### config.mk
export PLATFORM = sky130hd
export DESIGN_NAME = memory_access
export DESIGN_NICKNAME = d
export VERILOG_FILES = /design/src/rtl/memory_access_pkg.sv /design/src/rtl/memory_access_mem_align.sv /design/src/rtl/memory_access.sv
export SDC_FILE = /design/constraint.sdc
export NUM_CORES = 1
export LEC_CHECK = 0
export BUFFER_PORTS_ARGS = -buffer_cell sky130_fd_sc_hd__buf_2
export CAP_MARGIN = 30
export CORE_AREA = 2 2 131 133
export CTS_BUF_LIST = sky130_fd_sc_hd__clkbuf_8
export DETAILED_ROUTE_END_ITERATION = 12
export DIE_AREA = 0 0 133 135
export PLACE_DENSITY_LB_ADDON = 0.3
export RECOVER_POWER = 25
export REMOVE_ABC_BUFFERS = 1
export SETUP_SLACK_MARGIN = 0.1
export SLEW_MARGIN = 20
export SYNTH_ARGS = -nofsm -noshare
export SYNTH_HDL_FRONTEND = slang
export SYNTH_SLANG_ARGS = --single-unit
### constraint.sdc
create_clock -name me_clk -period 10.55 [get_ports me_clk]
set_input_delay 2.11 -clock me_clk [delete_from_list [all_inputs] [get_ports me_clk]]
set_output_delay 2.11 -clock me_clk [all_outputs]
set_load 0.01 [all_outputs]
### src/rtl/memory_access_pkg.sv
// Shared pipeline definitions: opcode and funct3 encodings plus the
// memory-stage state type.
package memory_access_pkg;

  localparam int unsigned OPCODE_WIDTH = 7;

  // RV32I major opcodes shared by every pipeline stage
  localparam logic [OPCODE_WIDTH-1:0] OP_LOAD   = 7'b0000011;
  localparam logic [OPCODE_WIDTH-1:0] OP_STORE  = 7'b0100011;
  localparam logic [OPCODE_WIDTH-1:0] OP_OP     = 7'b0110011;
  localparam logic [OPCODE_WIDTH-1:0] OP_OP_IMM = 7'b0010011;
  localparam logic [OPCODE_WIDTH-1:0] OP_LUI    = 7'b0110111;
  localparam logic [OPCODE_WIDTH-1:0] OP_AUIPC  = 7'b0010111;
  localparam logic [OPCODE_WIDTH-1:0] OP_JAL    = 7'b1101111;
  localparam logic [OPCODE_WIDTH-1:0] OP_JALR   = 7'b1100111;
  localparam logic [OPCODE_WIDTH-1:0] OP_BRANCH = 7'b1100011;

  // funct3 sizes; stores reuse the encodings of the signed loads
  localparam logic [2:0] F3_LB  = 3'd0;
  localparam logic [2:0] F3_LH  = 3'd1;
  localparam logic [2:0] F3_LW  = 3'd2;
  localparam logic [2:0] F3_LBU = 3'd4;
  localparam logic [2:0] F3_LHU = 3'd5;
  localparam logic [2:0] F3_SB  = 3'd0;
  localparam logic [2:0] F3_SH  = 3'd1;
  localparam logic [2:0] F3_SW  = 3'd2;

  typedef enum logic {
    S_IDLE = 1'b0,
    S_WAIT = 1'b1
  } state_e;

endpackage

### src/rtl/memory_access_mem_align.sv
// Combinational lane logic for the memory stage.
// Ports:
//   funct_i       access size/sign (funct3)
//   off_i         byte offset within the word (addr[1:0])
//   store_data_i  raw store data from rs2
//   rdata_i       word returned by the bus
//   byte_en_o     lane enables for the access
//   wdata_o       store data replicated across lanes
//   load_data_o   selected and extended load result
//   misaligned_o  access does not fit its natural alignment
module memory_access_mem_align
  import memory_access_pkg::*;
#(
  parameter int unsigned DWIDTH      = 32,
  parameter int unsigned FUNCT_WIDTH = 3
) (
  input  logic [FUNCT_WIDTH-1:0] funct_i,
  input  logic [1:0]             off_i,
  input  logic [DWIDTH-1:0]      store_data_i,
  input  logic [DWIDTH-1:0]      rdata_i,
  output logic [3:0]             byte_en_o,
  output logic [DWIDTH-1:0]      wdata_o,
  output logic [DWIDTH-1:0]      load_data_o,
  output logic                   misaligned_o
);

  logic [7:0]  byte_sel;
  logic [15:0] half_sel;

  assign byte_sel = rdata_i[{off_i, 3'b000} +: 8];
  assign half_sel = off_i[1] ? rdata_i[31:16] : rdata_i[15:0];

  // Store lanes and alignment fault
  always_comb begin
    byte_en_o    = 4'b0000;
    wdata_o      = store_data_i;
    misaligned_o = 1'b0;
    case (funct_i)
      F3_LB, F3_LBU: begin
        byte_en_o = 4'b0001 << off_i;
        wdata_o   = {(DWIDTH/8){store_data_i[7:0]}};
      end
      F3_LH, F3_LHU: begin
        byte_en_o    = 4'b0011 << {off_i[1], 1'b0};
        wdata_o      = {(DWIDTH/16){store_data_i[15:0]}};
        misaligned_o = off_i[0];
      end
      F3_LW: begin
        byte_en_o    = 4'b1111;
        misaligned_o = (off_i != 2'b00);
      end
      default: ;
    endcase
  end

  // Load lane select and extension
  always_comb begin
    load_data_o = rdata_i;
    case (funct_i)
      F3_LB:   load_data_o = {{(DWIDTH-8){byte_sel[7]}}, byte_sel};
      F3_LBU:  load_data_o = {{(DWIDTH-8){1'b0}}, byte_sel};
      F3_LH:   load_data_o = {{(DWIDTH-16){half_sel[15]}}, half_sel};
      F3_LHU:  load_data_o = {{(DWIDTH-16){1'b0}}, half_sel};
      default: load_data_o = rdata_i;
    endcase
  end

endmodule

### src/rtl/memory_access.sv
// Memory stage: issues one bus transaction per LOAD/STORE, waits for ack,
// and forwards the instruction's passthrough fields to writeback.
// Ports:
//   me_clk/me_rst                clock, async active-high reset
//   me_i_*  (execute side)       opcode, funct, alu_value, rs2_data, rd, pc, ce/stall/flush
//   me_o_stb/wr_en/addr/wdata/byte_en, me_i_ack/rdata   data bus
//   me_o_* (writeback side)      data_load, rd passthrough, ce, misaligned
//   me_o_stall/me_o_flush        back-pressure and flush to execute
module memory_access
  import memory_access_pkg::*;
#(
  parameter int unsigned DWIDTH      = 32,
  parameter int unsigned AWIDTH      = 5,
  parameter int unsigned PC_WIDTH    = 32,
  parameter int unsigned FUNCT_WIDTH = 3
) (
  input  logic                    me_clk,
  input  logic                    me_rst,
  input  logic [OPCODE_WIDTH-1:0] me_i_opcode,
  input  logic [FUNCT_WIDTH-1:0]  me_i_funct,
  input  logic [DWIDTH-1:0]       me_i_alu_value,
  input  logic [DWIDTH-1:0]       me_i_rs2_data,
  input  logic [AWIDTH-1:0]       me_i_rd_addr,
  input  logic                    me_i_we_rd,
  input  logic [PC_WIDTH-1:0]     me_i_pc,
  input  logic                    me_i_ce,
  input  logic                    me_i_stall,
  input  logic                    me_i_flush,
  output logic                    me_o_stb,
  output logic                    me_o_wr_en,
  output logic [DWIDTH-1:0]       me_o_addr,
  output logic [DWIDTH-1:0]       me_o_wdata,
  output logic [3:0]              me_o_byte_en,
  input  logic                    me_i_ack,
  input  logic [DWIDTH-1:0]       me_i_rdata,
  output logic [DWIDTH-1:0]       me_o_data_load,
  output logic [AWIDTH-1:0]       me_o_rd_addr,
  output logic [DWIDTH-1:0]       me_o_rd_data,
  output logic                    me_o_we_rd,
  output logic [OPCODE_WIDTH-1:0] me_o_opcode,
  output logic [FUNCT_WIDTH-1:0]  me_o_funct,
  output logic [PC_WIDTH-1:0]     me_o_pc,
  output logic                    me_o_ce,
  output logic                    me_o_stall,
  output logic                    me_o_flush,
  output logic                    me_o_misaligned
);

  state_e                  state_q, state_d;
  logic [OPCODE_WIDTH-1:0] opcode_q, opcode_d;
  logic [FUNCT_WIDTH-1:0]  funct_q, funct_d;
  logic [PC_WIDTH-1:0]     pc_q, pc_d;
  logic [AWIDTH-1:0]       rd_addr_q, rd_addr_d;
  logic [DWIDTH-1:0]       rd_data_q, rd_data_d;
  logic                    we_rd_q, we_rd_d;
  logic                    ce_q, ce_d;
  logic                    stb_q, stb_d;
  logic                    wr_en_q, wr_en_d;
  logic [DWIDTH-1:0]       addr_q, addr_d;
  logic [DWIDTH-1:0]       wdata_q, wdata_d;
  logic [3:0]              byte_en_q, byte_en_d;
  logic [DWIDTH-1:0]       data_load_q, data_load_d;
  logic                    misaligned_q, misaligned_d;
  logic [1:0]              off_q, off_d;
  logic                    dead_q, dead_d;

  logic                    is_load, is_store, is_mem;
  logic [FUNCT_WIDTH-1:0]  align_funct;
  logic [1:0]              align_off;
  logic [3:0]              align_byte_en;
  logic [DWIDTH-1:0]       align_wdata;
  logic [DWIDTH-1:0]       align_load;
  logic                    align_mis;

  assign is_load  = (me_i_opcode == OP_LOAD);
  assign is_store = (me_i_opcode == OP_STORE);
  assign is_mem   = is_load | is_store;

  // One aligner serves both phases: incoming request in IDLE, held request in WAIT
  assign align_funct = (state_q == S_WAIT) ? funct_q : me_i_funct;
  assign align_off   = (state_q == S_WAIT) ? off_q   : me_i_alu_value[1:0];

  memory_access_mem_align #(
    .DWIDTH      (DWIDTH),
    .FUNCT_WIDTH (FUNCT_WIDTH)
  ) u_mem_align (
    .funct_i      (align_funct),
    .off_i        (align_off),
    .store_data_i (me_i_rs2_data),
    .rdata_i      (me_i_rdata),
    .byte_en_o    (align_byte_en),
    .wdata_o      (align_wdata),
    .load_data_o  (align_load),
    .misaligned_o (align_mis)
  );

  // State and stage registers
  always_ff @(posedge me_clk or posedge me_rst) begin
    if (me_rst) begin
      state_q      <= S_IDLE;
      opcode_q     <= '0;
      funct_q      <= '0;
      pc_q         <= '0;
      rd_addr_q    <= '0;
      rd_data_q    <= '0;
      we_rd_q      <= 1'b0;
      ce_q         <= 1'b0;
      stb_q        <= 1'b0;
      wr_en_q      <= 1'b0;
      addr_q       <= '0;
      wdata_q      <= '0;
      byte_en_q    <= '0;
      data_load_q  <= '0;
      misaligned_q <= 1'b0;
      off_q        <= '0;
      dead_q       <= 1'b0;
    end else begin
      state_q      <= state_d;
      opcode_q     <= opcode_d;
      funct_q      <= funct_d;
      pc_q         <= pc_d;
      rd_addr_q    <= rd_addr_d;
      rd_data_q    <= rd_data_d;
      we_rd_q      <= we_rd_d;
      ce_q         <= ce_d;
      stb_q        <= stb_d;
      wr_en_q      <= wr_en_d;
      addr_q       <= addr_d;
      wdata_q      <= wdata_d;
      byte_en_q    <= byte_en_d;
      data_load_q  <= data_load_d;
      misaligned_q <= misaligned_d;
      off_q        <= off_d;
      dead_q       <= dead_d;
    end
  end

  // Next-state and stage update
  always_comb begin
    state_d      = state_q;
    opcode_d     = opcode_q;
    funct_d      = funct_q;
    pc_d         = pc_q;
    rd_addr_d    = rd_addr_q;
    rd_data_d    = rd_data_q;
    we_rd_d      = we_rd_q;
    ce_d         = ce_q;
    stb_d        = stb_q;
    wr_en_d      = wr_en_q;
    addr_d       = addr_q;
    wdata_d      = wdata_q;
    byte_en_d    = byte_en_q;
    data_load_d  = data_load_q;
    misaligned_d = misaligned_q;
    off_d        = off_q;
    dead_d       = dead_q;

    case (state_q)
      S_IDLE: begin
        if (me_i_flush) begin
          ce_d         = 1'b0;
          misaligned_d = 1'b0;
        end else if (!me_i_stall) begin
          ce_d         = 1'b0;
          misaligned_d = 1'b0;
          if (me_i_ce) begin
            opcode_d  = me_i_opcode;
            funct_d   = me_i_funct;
            pc_d      = me_i_pc;
            rd_addr_d = me_i_rd_addr;
            rd_data_d = me_i_alu_value;
            we_rd_d   = me_i_we_rd;
            off_d     = me_i_alu_value[1:0];
            if (!is_mem) begin
              ce_d    = 1'b1;
              wr_en_d = 1'b0;
            end else if (align_mis) begin
              // Faulting access never reaches the bus and must not retire a write
              ce_d         = 1'b1;
              misaligned_d = 1'b1;
              we_rd_d      = 1'b0;
              wr_en_d      = 1'b0;
            end else begin
              stb_d     = 1'b1;
              addr_d    = {me_i_alu_value[DWIDTH-1:2], 2'b00};
              wdata_d   = align_wdata;
              byte_en_d = align_byte_en;
              wr_en_d   = is_store;
              we_rd_d   = me_i_we_rd & ~is_store;
              dead_d    = 1'b0;
              state_d   = S_WAIT;
            end
          end
        end
      end
      S_WAIT: begin
        // A flush cannot abort the bus cycle; it only kills the result
        if (me_i_flush) dead_d = 1'b1;
        if (me_i_ack) begin
          stb_d   = 1'b0;
          state_d = S_IDLE;
          ce_d    = ~(dead_q | me_i_flush);
          if (dead_q | me_i_flush) we_rd_d = 1'b0;
          if (opcode_q == OP_LOAD) data_load_d = align_load;
        end
      end
      default: state_d = S_IDLE;
    endcase
  end

  assign me_o_stb        = stb_q;
  assign me_o_wr_en      = wr_en_q;
  assign me_o_addr       = addr_q;
  assign me_o_wdata      = wdata_q;
  assign me_o_byte_en    = byte_en_q;
  assign me_o_data_load  = data_load_q;
  assign me_o_rd_addr    = rd_addr_q;
  assign me_o_rd_data    = rd_data_q;
  assign me_o_we_rd      = we_rd_q;
  assign me_o_opcode     = opcode_q;
  assign me_o_funct      = funct_q;
  assign me_o_pc         = pc_q;
  assign me_o_ce         = ce_q;
  assign me_o_misaligned = misaligned_q;
  // Pass-through controls are gated so reset drives every output low
  assign me_o_stall      = ~me_rst & (me_i_stall | (state_q == S_WAIT));
  assign me_o_flush      = ~me_rst & me_i_flush;

endmodule

==> flow_summary.ini, run 1 <==
[status]
status = finished with violations
violations = max-capacitance violations, max-slew violations

[drt]
vias = 7396
drtAntennaViolNets = 0
vias_per_cell = 5.298
wl_per_cell_um = 17.40
drt-pass1-iter-count = 4
first_iter_violations = 422
drt-total-wl_um = 24300
drc = 0

[synth]
synth_area_leaders = dfrtp_1, nand2_1, mux2_2, a31oi_1, nor2_1
synth_edf_count = 0
synth_top_flop_cell = dfrtp_1
ys_ff_latch = 184
synth_warnings = 0
syn_area_per_cell_um2 = 9.662
synth.top_cell.area_share = 0.5580
ys_seq_area_frac = 0.5580
synth_commonest_cells = nand2_1, dfrtp_1, mux2_2
synth.most_common_cell = nand2_1
syn_inst = 854
yosys.area.top_type = dfrtp_1
async_flop_share = 1.000
ys_types = 54
syn_area_um2 = 8252

[floorplanning]
core_um2 = 16410
rows = 47
num_io_pins = 336
die_y_um = 135
die_width_um = 133
die_area_um2 = 17960
start_util = 0.5029

[clock_tree]
clk_path_buf_depth = 2
cts-root-buf = clkbuf_8
cts_sinks = 184
clkLatencyLatePin_ps = 450
postCtsResizedCells = 0
ctsHoldBuffers = 0
cts_tree = yes
cts-htree-levels = 4
postCtsSetupBuffers = 0
cts_made_buffers = 17
path_clk_slew_ps = 90

[place]
hpwl_um = 17570
gp_congestion = 0.8440
port_buffers = 333

[grt]
antenna_found_initial = 0
grt_pass1_wl_um = 38180
grt_max_degree = 109
grt_usage = 0.2714
grt_remaining_overflow = 0
first_global_vias = 7259

[pwr]
p_per_area_nw_per_um2 = 152.2
leakage_uw = 0.005895
peakVddDrop_mv = 0.08353

[timing]
hold_violations = 0
rsz0062_at_grt = no
layout_min_cycle_time_ps = 6482
period_share = 0.6144
setup_viol = 0
slew_headroom = -1.782
max_freq_mhz = 154.3
tightest_slew_ps = 4173
tns_ps = 0
fin_skew_ps = 16.17
finalMaxSlewViolations = 79

[final_layout]
syn_to_final_growth_pct = 27.63
diodes = 0
fillers = 1396
nNetsFinal = 1313
utilization = 0.6419
drive_above_1_share = 0.3912

[setup_path]
path_class = in -> async
cp-start-kind = input pin
path_max_fanout = 78
arrival_ps = 7120
crit_required_ps = 11180
critPathLaunch = me_rst
cp-end-kind = asynchronous set/reset pin
reg2reg_from = state_q

[worst_hold_path]
worst_hold_path_type = reg -> reg
hp-start = me_o_rd_data[25]

[flow_run]
maxCapViolCount = 1
cell families after synthesis:
kind of cell | count (synthesis) | share of synthesized area
AND/OR/NAND/NOR | 410 | 0.2103
flip-flops | 184 | 0.5580
AO/OA/AOI/OAI | 117 | 0.09325
multiplexers | 75 | 0.1022
buffers and inverters | 67 | 0.03578
other | 1 | 0.0004545
worst paths after layout:
| check | end | slack (ps) | cells past startpoint |
|---|---|---|---|
| max | me_o_data_load[29] | 4070 | 5 |
| min | me_o_rd_data[25] | 480 | 2 |
| max reg2reg | me_o_wdata[31] | 7090 | 6 |
| min reg2reg | me_o_rd_data[25] | 480 | 2 |
| max in group me_clk | me_o_wdata[31] | 5790 | 6 |
| min in group asynchronous | me_o_pc[30] | 1940 | 2 |
layout by cell type (no fill, tap or decap), types with 6 or more instances in the layout:
| cell type | count |
|---|---|
| a211oi_1 | 9 |
| a21oi_1 | 27 |
| a31oi_1 | 41 |
| a32o_1 | 7 |
| buf_2 | 333 |
| buf_4 | 7 |
| clkbuf_8 | 20 |
| dfrtp_1 | 184 |
| inv_1 | 10 |
| inv_6 | 6 |
| mux2_2 | 60 |
| mux2i_1 | 11 |
| nand2_1 | 303 |
| nand3_1 | 15 |
| nor2_1 | 41 |
| nor2b_1 | 6 |
| nor3_1 | 11 |
| o21ai_0 | 15 |
| or2_2 | 8 |
layout make-up:
class                   instances  area, um2  area share
multi-input cells             604       3393      0.3222
clock inverters                12      155.1     0.01473
flip-flops and latches        184       4604      0.4372
well taps                     220      275.3     0.02614
repair buffers                345       1785      0.1695
inverters                      11      42.54    0.004039
clock buffers                  20      275.3     0.02614
critical path, cell delays in order:
cell and delay, ps:
clkbuf_1 100, clkinvlp_2 770, clkbuf_1 2980, buf_4 790
buf_16 300
registers in the layout, indices dropped and copies added (netlist names):
register	flops
dead_q	1
me_o_addr	30
me_o_byte_en	4
me_o_ce	1
me_o_data_load	32
me_o_funct	3
me_o_misaligned	1
me_o_opcode	7
me_o_pc	32
me_o_rd_addr	5
me_o_rd_data	32
me_o_stb	1
me_o_wdata	32
me_o_we_rd	1
me_o_wr_en	1
state_q	1
per-layer routing:
| metal | part of all wire | vias to the layer above | global-route usage |
|---|---|---|---|
| met4 | 0.030 | 0 | 0.1135 |
| met5 | 0 | - | 0 |
| met1 | 0.40 | 3563 | 0.3404 |
| met3 | 0.084 | 47 | 0.07808 |
| li1 | - | 3479 | - |
| met2 | 0.49 | 307 | 0.4439 |
power breakdown:
group / internal (uW) / switching [uW] / leakage, uW
sequential: 771 / 44.3 / 0.00243
clock: 238 / 268 / 0.000212
combinational: 115 / 166 / 0.00325
total: 1120 / 478 / 0.00589
stage by stage:
step | instance area, um2 | power [uW] | setup slack [ps] | instances | hold WS, ps
final | 10530 | 1603 | 4068 | 1396 | 475.4
after global routing | 10530 | 1684 | 3222 | 1396 | 497.9
after CTS | 10500 | 1615 | 5871 | 1393 | 479.1
after detailed placement | 10070 | 1110 | 5392 | 1361 | 456.7
after global placement | 10040 | 1101 | 5411 | 1359 | 452.1
after floorplan | 8001 | 959.6 | 2021 | 799 | 509.3
Note: power is estimated with default switching activity, not from simulation.
==> run 2: changes to the inputs <==
--- a/config.mk
+++ b/config.mk
@@ -7,10 +7,10 @@
 export LEC_CHECK = 0
 export BUFFER_PORTS_ARGS = -buffer_cell sky130_fd_sc_hd__buf_2
 export CAP_MARGIN = 30
-export CORE_AREA = 2 2 131 133
+export CORE_AREA = 2 2 108 163
 export CTS_BUF_LIST = sky130_fd_sc_hd__clkbuf_8
 export DETAILED_ROUTE_END_ITERATION = 12
-export DIE_AREA = 0 0 133 135
+export DIE_AREA = 0 0 110 165
 export PLACE_DENSITY_LB_ADDON = 0.3
 export RECOVER_POWER = 25
 export REMOVE_ABC_BUFFERS = 1
==> constraint.sdc (replaced) <==
create_clock -name me_clk -period 6.7 [get_ports me_clk]
set_input_delay 1.34 -clock me_clk [delete_from_list [all_inputs] [get_ports me_clk]]
set_output_delay 1.34 -clock me_clk [all_outputs]
set_load 0.01 [all_outputs]
==> run 2 against run 1 <==
  * The run still ends with max-capacitance violations, max-slew violations left
  * First-iteration DRC count shrank 0.95%
  * Clock power grew 51%
  * Sequential power grew 57%
  * Count of clock-buffer cells in the layout shrank 2
  * Final area shrank 0.25%
  * Critical path depth shrank 1
  * Die area grew 1.1%
  * Critical path type unchanged
  * Critical endpoint is now me_o_addr[26]
  * Highest routed layer is now met5
==> flow_summary.ini, run 2 (synthesized netlist as in run 1, its figures left out) <==
[setup_path]
r2r_end = me_o_wdata[2]
crit_required_ps = 7330
path_max_fanout = 91
crit_path_end = me_o_addr[26]
cp-end-kind = asynchronous set/reset pin
arrival_ps = 4910
cp-start-kind = input pin
reg2reg_slack_ps = 3290
reg2reg_from = state_q
reg2reg_depth = 5
path_class = in -> async
critPathLaunch = me_rst

[grt]
grt_usage = 0.2733
grt_use_met1 = 0.3121
grt.met3_usage = 0.08564
grt_remaining_overflow = 0
grt_pass1_wl_um = 37820
antenna_found_initial = 3
grt_busiest_layer = met2
first_global_vias = 7359
use_met2 = 0.4637
grt_max_degree = 98

[timing]
rsz0062_at_grt = no
setup_viol = 0
layout_min_cycle_time_ps = 4283
max_freq_mhz = 233.5
fin_skew_ps = 20.72
hold_ws_ps = 478.2
finalMaxSlewViolations = 92
period_share = 0.6393
tightest_slew_ps = 4157
slew_headroom = -1.787
tns_ps = 0
hold_violations = 0

[final_layout]
final-instance-count-excl-fill = 1387
syn_to_final_growth_pct = 27.31
final_common_cell = buf_2
nNetsFinal = 1312
drive_above_1_share = 0.3898
final_cell_mix = buf_2, nand2_1, dfrtp_1

[clock_tree]
cts_made_buffers = 17
postCtsSetupBuffers = 0
postCtsResizedCells = 0
cts_sinks = 184
path_clk_slew_ps = 100
cts-root-buf = clkbuf_8
cts_tree = yes
clk_path_buf_depth = 2
cts-htree-levels = 4
ctsHoldBuffers = 0
clkLatencyLatePin_ps = 460

[pwr]
p_int_uw = 1717
switching_share = 0.3114
leakage_uw = 0.005878
combPwrFrac = 0.178
peakVddDrop_mv = 0.1627
p_per_area_nw_per_um2 = 237.3
power_uw = 2493
switchingPower_uw = 776.4
p_seq_frac = 0.515
p_clk_frac = 0.307

[worst_hold_path]
worst_hold_path_type = reg -> reg

[floorplanning]
rows = 58
die_width_um = 110
num_io_pins = 336
die_area_um2 = 18150
start_util = 0.4965
core_um2 = 16620
die_y_um = 165

[drt]
drc = 0
drtAntennaViolNets = 0
wl_per_cell_um = 17.94
first_iter_violations = 418
vias = 7400
vias_per_cell = 5.335
drt-pass1-iter-count = 5
drt-total-wl_um = 24880

[place]
hpwl_um = 17890
port_buffers = 333
gp_congestion = 0.8700
dp_cells = 1350

[status]
status = finished with violations
violations = max-capacitance violations, max-slew violations

[flow_run]
maxCapViolCount = 1
==> run 2: changes by cell type in the layout (fill, tap and decap cells not counted), sizes merged <==
cell    change
buf         -2
bufinv      -1
clkinv      +3
diode       +2
clkbuf      -1
==> run 2: routing by layer <==
layer,share of wire,up-vias
met1,0.37,3534
met2,0.51,322
li1,-,3482
met4,0.033,2
met3,0.081,60
met5,0.00052,-
==> run 2: layout make-up <==
class | instances | area, um2
sequential | 184 | 4604
timing repair buffer | 344 | 1788
antenna | 2 | 5.005
clock buffer | 18 | 247.7
inverter | 11 | 42.54
multi-input combinational | 604 | 3397
tap | 210 | 262.8
fill | 1476 | 6113
clock inverter | 14 | 157.7
==> run 2: through the flow <==
| step | utilization | setup WS (ps) | instance area, um2 |
|---|---|---|---|
| after floorplan | - | -1059 | 8001 |
| after global placement | 0.6035 | 2548 | 10030 |
| after detailed placement | 0.6038 | 2503 | 10030 |
| after CTS | 0.6282 | 3005 | 10440 |
| after global routing | 0.6320 | 1791 | 10500 |
| final | 0.6321 | 2417 | 10510 |
==> run 2: how the worst min path moves through the flow <==
stage / start / endpoint / slack, ps / depth (start not counted)
3_5_place_dp: me_o_rd_data[12] / me_o_rd_data[12] / 460 / 2
3_3_place_gp: me_o_rd_data[30] / me_o_rd_data[30] / 450 / 2
6_report: me_o_rd_data[12] / me_o_rd_data[12] / 480 / 2
4_1_cts: me_o_pc[8] / me_o_pc[8] / 480 / 2
5_1_grt: me_o_rd_data[9] / me_o_rd_data[9] / 500 / 2
2_1_floorplan: me_o_we_rd / me_o_we_rd / 510 / 2
==> run 2: power groups by stage <==
stage	registers, uW	logic, uW	clock network, uW
after floorplan	1350	163	0
after detailed placement	1300	446	0
after global placement	1300	436	0
final	1280	443	765
after CTS	1280	446	783
after global routing	1300	489	831
==> run 2: worst max-delay path, cell delays in order <==
cell	delay [ps]
clkbuf_1	100
clkinvlp_2	2280
clkbuf_1	650
buf_16	340
==> run 3: changes to the inputs <==
--- a/config.mk
+++ b/config.mk
@@ -7,10 +7,10 @@
 export LEC_CHECK = 0
 export BUFFER_PORTS_ARGS = -buffer_cell sky130_fd_sc_hd__buf_2
 export CAP_MARGIN = 30
-export CORE_AREA = 2 2 108 163
+export CORE_AREA = 2 2 114 171
 export CTS_BUF_LIST = sky130_fd_sc_hd__clkbuf_8
 export DETAILED_ROUTE_END_ITERATION = 12
-export DIE_AREA = 0 0 110 165
+export DIE_AREA = 0 0 116 173
 export PLACE_DENSITY_LB_ADDON = 0.3
 export RECOVER_POWER = 25
 export REMOVE_ABC_BUFFERS = 1
==> constraint.sdc (replaced) <==
create_clock -name me_clk -period 3.8 [get_ports me_clk]
set_input_delay 0.76 -clock me_clk [delete_from_list [all_inputs] [get_ports me_clk]]
set_output_delay 0.76 -clock me_clk [all_outputs]
set_load 0.01 [all_outputs]
==> run 3 against run 2 <==
  * Sequential share of layout area is essentially flat
  * First-iteration DRC count fell by 5.3%
  * Largest power group unchanged
  * Clock power is 54% higher
  * Via count down 0.85%
  * Non-clock buffer count up 4
  * Total power rose by 69%
  * The run still ends with max-capacitance violations, max-slew violations left
  * Die area increased by 11%
  * Critical path depth increased by 2
  * Largest cell class unchanged
==> flow_summary.ini, run 3 (synthesized netlist as in run 1, its figures left out) <==
[setup_path]
path_delay_family = buffers and inverters
slowest_delay_ps = 780
arrival_ps = 3210
crit_required_ps = 4160
cp_cell_sequence = buf_4, and4bb_2, and4b_1, and3_2, buf_4, mux2_2
cp_num_buf_inv = 2
path_class = reg -> reg
crit_slowest_cell = dfrtp_1
cp-end-kind = register
path_max_fanout = 37
cpMostUsedCell = buf_4
cp-start-kind = register

[grt]
grt_pass1_wl_um = 39390
grt_remaining_overflow = 0
grt_max_degree = 98
first_global_vias = 7545
grt_usage = 0.2518
antenna_found_initial = 2

[pwr]
p_seq_frac = 0.537
peakVddDrop_mv = 0.2727
p_clk_frac = 0.279
leakage_uw = 0.005875
power_uw = 4215
p_per_area_nw_per_um2 = 401.5
switchingPower_uw = 1294
p_int_uw = 2921
switching_share = 0.3070
combPwrFrac = 0.184

[floorplanning]
start_util = 0.4468
core_um2 = 18470
die_width_um = 116
num_io_pins = 336
rows = 61
die_y_um = 173
die_area_um2 = 20070

[final_layout]
syn_to_final_growth_pct = 27.23
final_cell_mix = buf_2, nand2_1, dfrtp_1
nNetsFinal = 1316
drive_above_1_share = 0.3919
final_common_cell = buf_2

[drt]
drtAntennaViolNets = 0
route.met3.wl_um = 1906
vias_per_cell = 5.124
maxUsedRoutingLayer = met5
drt-total-wl_um = 24880
vias = 7337
wl_met2_um = 12590
wl_per_cell_um = 17.37
drt-pass1-iter-count = 5
wl_met1_um = 9431
first_iter_violations = 396
drc = 0

[place]
gp_congestion = 0.8397
hpwl_um = 17980
port_buffers = 333

[timing]
tightest_slew_ps = 1956
hold_violations = 0
layout_min_cycle_time_ps = 2856
tns_ps = 0
max_freq_mhz = 350.1
setup_viol = 0
rsz0062_at_grt = no
fin_skew_ps = 15.76
slew_headroom = -0.3040
finalMaxSlewViolations = 87
period_share = 0.7516

[clock_tree]
clkLatencyLatePin_ps = 480
cts-htree-levels = 4
cts_made_buffers = 17
clk_path_buf_depth = 2
cts_sinks = 184
ctsHoldBuffers = 0
postCtsResizedCells = 0
cts-root-buf = clkbuf_8
postCtsSetupBuffers = 0
cts_tree = yes
path_clk_slew_ps = 100

[status]
violations = max-capacitance violations, max-slew violations
status = finished with violations

[flow_run]
maxCapViolCount = 1

[worst_hold_path]
worst_hold_path_type = in -> reg
-- run 3: changes by cell type in the layout (fill, tap and decap cells not counted), moves of 2 or more --
cell	delta
buf_4	+6
clkinv_2	+5
inv_6	-4
buf_12	+2
buf_16	-2
clkbuf_1	-2
clkinv_8	-2
clkinvlp_4	+2
inv_1	+2
inv_8	-2
-- run 3: per-layer routing --
| metal | vias to the layer above | track usage |
|---|---|---|
| met5 | - | 0 |
| met4 | 2 | 0.1141 |
| met3 | 66 | 0.07886 |
| met2 | 300 | 0.4247 |
| met1 | 3472 | 0.2886 |
| li1 | 3497 | - |
-- run 3: layout make-up --
type	instances	area, um2
clock inverter	14	86.33
timing repair buffer	348	1800
sequential	184	4604
clock buffer	18	247.7
antenna	1	2.502
fill	1707	7971
tap	252	315.3
multi-input combinational	604	3397
inverter	11	45.04
-- run 3: worst paths after layout --
kind                                  start               end  slack, ps  cells after the start
min in group asynchronous            me_rst   me_o_rd_addr[0]        880                      2
min                              me_i_pc[9]        me_o_pc[9]        460                      3
max                                 state_q     me_o_addr[20]        940                      6
max reg2reg                         state_q     me_o_addr[20]        940                      6
max in group asynchronous            me_rst    me_o_wdata[31]       1750                      3
min reg2reg                me_o_rd_data[23]  me_o_rd_data[23]        470                      2
-- run 3: power by group through the flow --
stage | combinational, uW | clock (uW) | sequential, uW
2_1_floorplan | 288 | 0 | 2380
3_3_place_gp | 774 | 0 | 2290
3_5_place_dp | 788 | 0 | 2300
4_1_cts | 788 | 1220 | 2260
5_1_grt | 864 | 1280 | 2290
6_report | 776 | 1180 | 2260
-- run 3: worst reg2reg max path, delay by kind of cell, from the launching register on --
family,cells,cell delay (ps)
and+or+nand+nor,3,730
buffers and inverters,2,790
DFF,1,780
muxes,1,450
-- run 3: per-stage QoR --
stage / hold slack, ps / util / cell area (um2) / std cells / worst slack [ps]
finish: 461.9 / 0.5684 / 10500 / 1432 / 943.7
floorplan: 509.3 / - / 8001 / 799 / -3414
CTS: 416.2 / 0.5684 / 10500 / 1431 / 968.5
global route: 436.5 / 0.5684 / 10500 / 1432 / 800.8
global placement: 452.2 / 0.5501 / 10160 / 1398 / 944.5
detailed placement: 456.6 / 0.5503 / 10160 / 1399 / 928.3
